## config.mk

```make
export PLATFORM = sky130hd
export DESIGN_NAME = round_sat_out_fifo
export DESIGN_NICKNAME = d
export VERILOG_FILES = /design/src/rtl/round_sat_out_fifo.sv
export SDC_FILE = /design/constraint.sdc
export NUM_CORES = 1
export LEC_CHECK = 0
export ABC_AREA = 1
export ABC_CLOCK_PERIOD_IN_PS = 2900
export CELL_PAD_IN_SITES_DETAIL_PLACEMENT = 1
export CELL_PAD_IN_SITES_GLOBAL_PLACEMENT = 1
export CORE_ASPECT_RATIO = 0.8
export CORE_MARGIN = 2
export CORE_UTILIZATION = 44
export DETAILED_ROUTE_END_ITERATION = 16
export GPL_TIMING_DRIVEN = 0
export PLACE_DENSITY_LB_ADDON = 0.1
export SETUP_SLACK_MARGIN = 0.2
export SLEW_MARGIN = 20
export SYNTH_ARGS = -nofsm -noshare
export SYNTH_HDL_FRONTEND = slang
export SYNTH_SLANG_ARGS = --single-unit
```

## constraint.sdc

```tcl
create_clock -name clk -period 2.9 [get_ports clk]
set_input_delay 0.29 -clock clk [delete_from_list [all_inputs] [get_ports clk]]
set_output_delay 0.29 -clock clk [all_outputs]
set_load 0.03 [all_outputs]
```

## src/rtl/round_sat_out_fifo.sv

```systemverilog
// Output stage: round-half-up with saturation from IN_W to OUT_W bits, then a small
// valid/ready FIFO so a stalling consumer never stalls the free-running datapath.
module round_sat_out_fifo #(
  parameter int IN_W  = 25,
  parameter int OUT_W = 16,
  parameter int SHIFT = 9,
  parameter int DEPTH = 4
) (
  input  logic                    clk,
  input  logic                    reset,
  input  logic                    in_valid,
  input  logic signed [IN_W-1:0]  data_in,
  output logic                    out_valid,
  input  logic                    out_ready,
  output logic signed [OUT_W-1:0] data_out,
  output logic [7:0]              sat_cnt,
  output logic [7:0]              drop_cnt
);

  localparam int AW = $clog2(DEPTH);
  localparam logic signed [IN_W:0] HALF = {{IN_W{1'b0}}, 1'b1} << (SHIFT - 1);
  localparam logic signed [IN_W:0] MAXV = {{(IN_W - OUT_W + 2){1'b0}}, {(OUT_W - 1){1'b1}}};
  localparam logic signed [IN_W:0] MINV = ~MAXV;
  localparam logic [AW:0] FULL_CNT = DEPTH[AW:0];

  logic signed [IN_W:0]    tmp;
  logic signed [IN_W:0]    rnd;
  logic                    sat_hi;
  logic                    sat_lo;
  logic signed [OUT_W-1:0] res;

  logic                    st_valid;
  logic                    st_sat;
  logic signed [OUT_W-1:0] st_data;

  logic signed [OUT_W-1:0] mem [DEPTH];
  logic [AW-1:0]           wr_ptr;
  logic [AW-1:0]           rd_ptr;
  logic [AW:0]             count;
  logic signed [OUT_W-1:0] last_out;

  logic full;
  logic pop;
  logic push;
  logic drop;

  // The extra headroom bit keeps the rounding offset from overflowing at the positive limit.
  always_comb begin
    tmp    = {data_in[IN_W-1], data_in} + HALF;
    rnd    = tmp >>> SHIFT;
    sat_hi = rnd > MAXV;
    sat_lo = rnd < MINV;
    res    = rnd[OUT_W-1:0];
    if (sat_hi) begin
      res = MAXV[OUT_W-1:0];
    end else if (sat_lo) begin
      res = MINV[OUT_W-1:0];
    end
  end

  assign full      = (count == FULL_CNT);
  assign out_valid = (count != '0);
  assign pop       = out_valid && out_ready;
  assign push      = st_valid && (!full || pop);
  assign drop      = st_valid && full && !pop;
  assign data_out  = out_valid ? mem[rd_ptr] : last_out;

  always_ff @(posedge clk or negedge reset) begin
    if (!reset) begin
      st_valid <= 1'b0;
      st_sat   <= 1'b0;
      st_data  <= '0;
    end else begin
      st_valid <= in_valid;
      if (in_valid) begin
        st_sat  <= sat_hi || sat_lo;
        st_data <= res;
      end
    end
  end

  // Storage carries no reset; occupancy and pointers alone define what is valid.
  always_ff @(posedge clk) begin
    if (push) begin
      mem[wr_ptr] <= st_data;
    end
  end

  always_ff @(posedge clk or negedge reset) begin
    if (!reset) begin
      wr_ptr   <= '0;
      rd_ptr   <= '0;
      count    <= '0;
      last_out <= '0;
    end else begin
      if (push) begin
        wr_ptr <= wr_ptr + 1'b1;
      end
      if (pop) begin
        rd_ptr   <= rd_ptr + 1'b1;
        last_out <= mem[rd_ptr];
      end
      if (push && !pop) begin
        count <= count + 1'b1;
      end else if (pop && !push) begin
        count <= count - 1'b1;
      end
    end
  end

  // Saturation is counted as a sample leaves the stage register, even if it is then dropped.
  always_ff @(posedge clk or negedge reset) begin
    if (!reset) begin
      sat_cnt  <= '0;
      drop_cnt <= '0;
    end else begin
      if (st_valid && st_sat && (sat_cnt != 8'hFF)) begin
        sat_cnt <= sat_cnt + 1'b1;
      end
      if (drop && (drop_cnt != 8'hFF)) begin
        drop_cnt <= drop_cnt + 1'b1;
      end
    end
  end

endmodule

```

==> results summary <==
The run finished with clean final reports. The width of the die came out at 130.2 um. The H-tree depth reported by CTS is 4. The pin count of the biggest net entering global routing came out at 32. The chip height is 105.0 um. The count of filler cells inserted in the layout is 1,357. The analysis attributes to cell leakage a power of 2.867 nW. Dividing the final minimum period by the clock period gives 88.25%. The register area share after synthesis is 59.71%.

After detailed routing, the average wire length per cell comes to 18.36 um. The clock-pin slew of the registers on the worst-case setup and hold paths came out at 0.05 ns. The later pin in the worst-skew pair is clocked with a latency of 0.42 ns. The share of total power dissipated in combinational logic is 37.2%. The net count reported at finish is about 650. The type of the worst min-delay path is input port to async pin.

The clock power share came out at 28.6%. Counting every net in the synthesized netlist gives 575. The sequential cell area in the final layout came out at 3348 um^2. The critical path goes through buf_2, inv_1, buf_2, nand2_1, a32o_1, o21ai_0, dlygate4sd1_1. The fraction of final layout cells sized beyond drive strength 1 is 15.29%. The post-synthesis cell area came out at 5608 um^2. After synthesis, the share of flip-flops with an asynchronous set or reset is 47.11%. Counting stages on the worst path, the most repeated cell is sky130_fd_sc_hd__buf_2. Max-cap violations in this run came to 0. The total overflow reported by the global router is 0. The HPWL after detailed placement came out at 10,170 um. The overall power is between 7 and 8 mW. STA classifies the critical path startpoint as a flip-flop. The number of pins with negative max-slew slack in the final report is 0. The share of power burned in registers came out at 34.3%.

The power density over the cells is 1062 nW/um^2. For this run, design rule violations remaining after detail routing come to 0. The via count normalized by instance count came out at between 5 and 6. The all-layer global routing usage came out at 23.52%.

The clock period could shrink to 2.559 ns. The count of warnings emitted by yosys is 0. The biggest fanout along the worst timing path came out at 10. In the layout the commonest cells are sky130_fd_sc_hd__nand2_1, sky130_fd_sc_hd__edfxtp_1, sky130_fd_sc_hd__dfrtp_1.

The global placement routability congestion came out at around 0.8. TritonCTS built the clock tree. The area enclosed by the die boundary came out at 13,670 um^2. The buffer type at the clock tree root is sky130_fd_sc_hd__clkbuf_16. The arrival time of the worst setup path is 2.27 ns.

The number of antenna violations at the first check in global routing is 0. The port buffer count is 53. The number of clock buffers inserted by TritonCTS came out at 17. The multi-input combinational cell area is 2008 um^2. For this run, the leading register cell type out of synthesis is sky130_fd_sc_hd__edfxtp_1.

During I/O placement, the number of pins put on the boundary was 62. The commonest non-fill, non-tap cell in the layout is sky130_fd_sc_hd__nand2_1. The number of enable-type register cells in the synthesized netlist came out at 64. The final layout contains routed wiring with a total length of 14,670 um. The maximum clock frequency came out at between 300 and 400 MHz. The via count of the first global-routing pass came out at between 4,000 and 5,000. Setup repair after global routing left no endpoint under its margin. The clock skew is 0.008278 ns. The setup path with the least slack is of type flip-flop to output pin. The worst setup path is captured at an output pin. The slowest library cell on the worst path is sky130_fd_sc_hd__dlygate4sd1_1.

The worst path buffer plus inverter count is 4. The post-CTS setup-driven buffer insertion count is 0. The number of antenna repair diodes came out at 0. The proportion of total power due to net switching came out at 38.49%. The clock sink total is 121. The headroom to the max-slew limit came out at a little under three fifths. Data on the critical path is required at its endpoint by 2.61 ns. The critical path's top delay family is buffers and inverters. The mean cell area of the mapped netlist is 10.44 um^2.

The core occupancy in the finished layout is a little under three fifths. The cell-internal power is 4.560 mW. The initial utilization of the core area, before any placement, comes to 45.60%. The total setup violations reported at the end of the flow is 0. The maximum VDD drop came out at 0.0004482 V. The count of routing violations after the opening detailed-route iteration is 266. On the worst path, the slowest cell contributes a delay of 0.40 ns. The count of cell types in the netlist came out at 31.

Summing over every cut layer, the via total after detailed routing is 4,087. The post-synthesis instance total is 537. The growth of design area from synthesis to finish is 24.52%. The area of the core region is 12,300 um^2. For this run, the detailed router's first-pass iteration total came to 4. The initialized floorplan defines 36 standard-cell rows. After synthesis the netlist holds a flip-flop and latch count of 121. The number of nets still failing antenna checks after routing came out at 0. The total count of hold-check failures in the final report is 0. The wire length of the first global-routing pass is 23,960 um. The net switching power of the design came out at approximately 2.9 mW. The maximum buffer depth of the clock tree is 2. The transition time of the tightest slew-check pin is 0.6511 ns.
-- layout make-up --
| type | instances | share of cell area [%] |
|---|---|---|
| Buffer | 19 | 1.774 |
| Clock buffer | 23 | 6.701 |
| Clock inverter | 9 | 1.774 |
| Inverter | 40 | 2.150 |
| Multi-Input combinational cell | 357 | 28.76 |
| Sequential cell | 121 | 47.95 |
| Tap cell | 171 | 3.064 |
| Timing Repair Buffer | 59 | 7.830 |
-- metal layers --
metal,GRT usage [%],up-vias,part of all wire [%]
li1,-,1971,-
met1,30.94,2016,45
met2,38.29,87,49
met3,6.042,13,4.5
met4,7.066,0,1.2
met5,0,-,0
-- metrics by stage --
stage          instance area, um^2  setup TNS, ns  cells  hold slack [ns]  setup WS [ns]
2_1_floorplan                 5608              0    537        -0.005591         0.5177
3_3_place_gp                  6352         -24.55    761           0.4580        -0.4123
3_5_place_dp                  6440              0    766           0.2367         0.2213
4_1_cts                       7033              0    799           0.3490         0.1857
5_1_grt                       6983              0    799           0.3634         0.2040
6_report                      6983              0    799           0.3441         0.3408
-- power groups by stage --
| stage | clock network, mW | logic [mW] | registers (mW) |
|---|---|---|---|
| 2_1_floorplan | 0 | 1.62 | 2.62 |
| 3_3_place_gp | 0 | 2.78 | 2.53 |
| 3_5_place_dp | 0 | 2.92 | 2.56 |
| 4_1_cts | 2.16 | 2.82 | 2.54 |
| 5_1_grt | 2.23 | 3.02 | 2.58 |
| 6_report | 2.12 | 2.75 | 2.54 |
-- final timing paths --
| check | start | end | slack (ns) | depth (start not counted) |
|---|---|---|---|---|
| setup / recovery | rd_ptr[0] | data_out[15] | 0.34 | 7 |
| hold / removal | reset | last_out[12] | 0.34 | 2 |
| setup reg to reg | count[0] | count[2] | 0.44 | 10 |
| hold reg to reg | last_out[4] | last_out[4] | 0.48 | 2 |
| max in group asynchronous | reset | sat_cnt[3] | 2.04 | 3 |
| min in group clk | in_valid | st_valid | 0.36 | 1 |
-- worst register-to-register path, cell delays in order, from the launching register on --
cell and delay, ns:
sky130_fd_sc_hd__dfrtp_1 0.42, sky130_fd_sc_hd__nor2_1 0.17, sky130_fd_sc_hd__nand2_1 0.17, sky130_fd_sc_hd__nand2_1 0.23, sky130_fd_sc_hd__clkbuf_2 0.28, sky130_fd_sc_hd__ha_1 0.20, sky130_fd_sc_hd__inv_1 0.07, sky130_fd_sc_hd__fa_1 0.38
sky130_fd_sc_hd__a21oi_1 0.16, sky130_fd_sc_hd__o21ai_0 0.11, sky130_fd_sc_hd__xor2_1 0.15
-- flip-flops by register name, summed over array words and instances, names as in the netlist --
signal    flops
st_data      16
drop_cnt      8
count         3
rd_ptr        2
last_out     16
st_sat        1
wr_ptr        2
st_valid      1
sat_cnt       8
mem          64
-- cells by family (layout without fill, tap and decap cells) --
group | Yosys count | count (layout) | synth area share, %
multiplexers | 1 | 1 | 0.2008
buffers and inverters | 59 | 150 | 4.663
flip-flops | 121 | 121 | 59.71
AO/OA/AOI/OAI | 90 | 90 | 11.51
adder cells (fa/ha/maj) | 9 | 9 | 2.142
AND/OR/NAND/NOR | 233 | 233 | 18.03
XOR/XNOR | 24 | 24 | 3.748
-- what timing repair did --
action | 4_1_cts | 5_1_grt
endpoints found under the setup margin | 16 | 18
hold endpoints to repair | 26 | 0
hold buffers | 1 | 0
gates resized for setup | 24 | 47
-- cells in the mapped netlist (7+ instances only) --
cell type	count	area share (%)
sky130_fd_sc_hd__edfxtp_1	64	34
sky130_fd_sc_hd__o21ai_0	37	3.3
sky130_fd_sc_hd__xor2_1	17	2.7
sky130_fd_sc_hd__inv_1	38	2.5
sky130_fd_sc_hd__nand2_1	144	9.6
sky130_fd_sc_hd__a21oi_4	10	2.9
sky130_fd_sc_hd__nor2_1	47	3.1
sky130_fd_sc_hd__ha_1	8	1.8
sky130_fd_sc_hd__a32o_1	16	2.9
sky130_fd_sc_hd__clkbuf_1	12	0.80
sky130_fd_sc_hd__a21oi_1	25	2.2
sky130_fd_sc_hd__xnor2_1	7	1.1
sky130_fd_sc_hd__dfrtp_1	57	25
sky130_fd_sc_hd__nand3_1	15	1.3
Note: power is estimated with default switching activity, not from simulation.
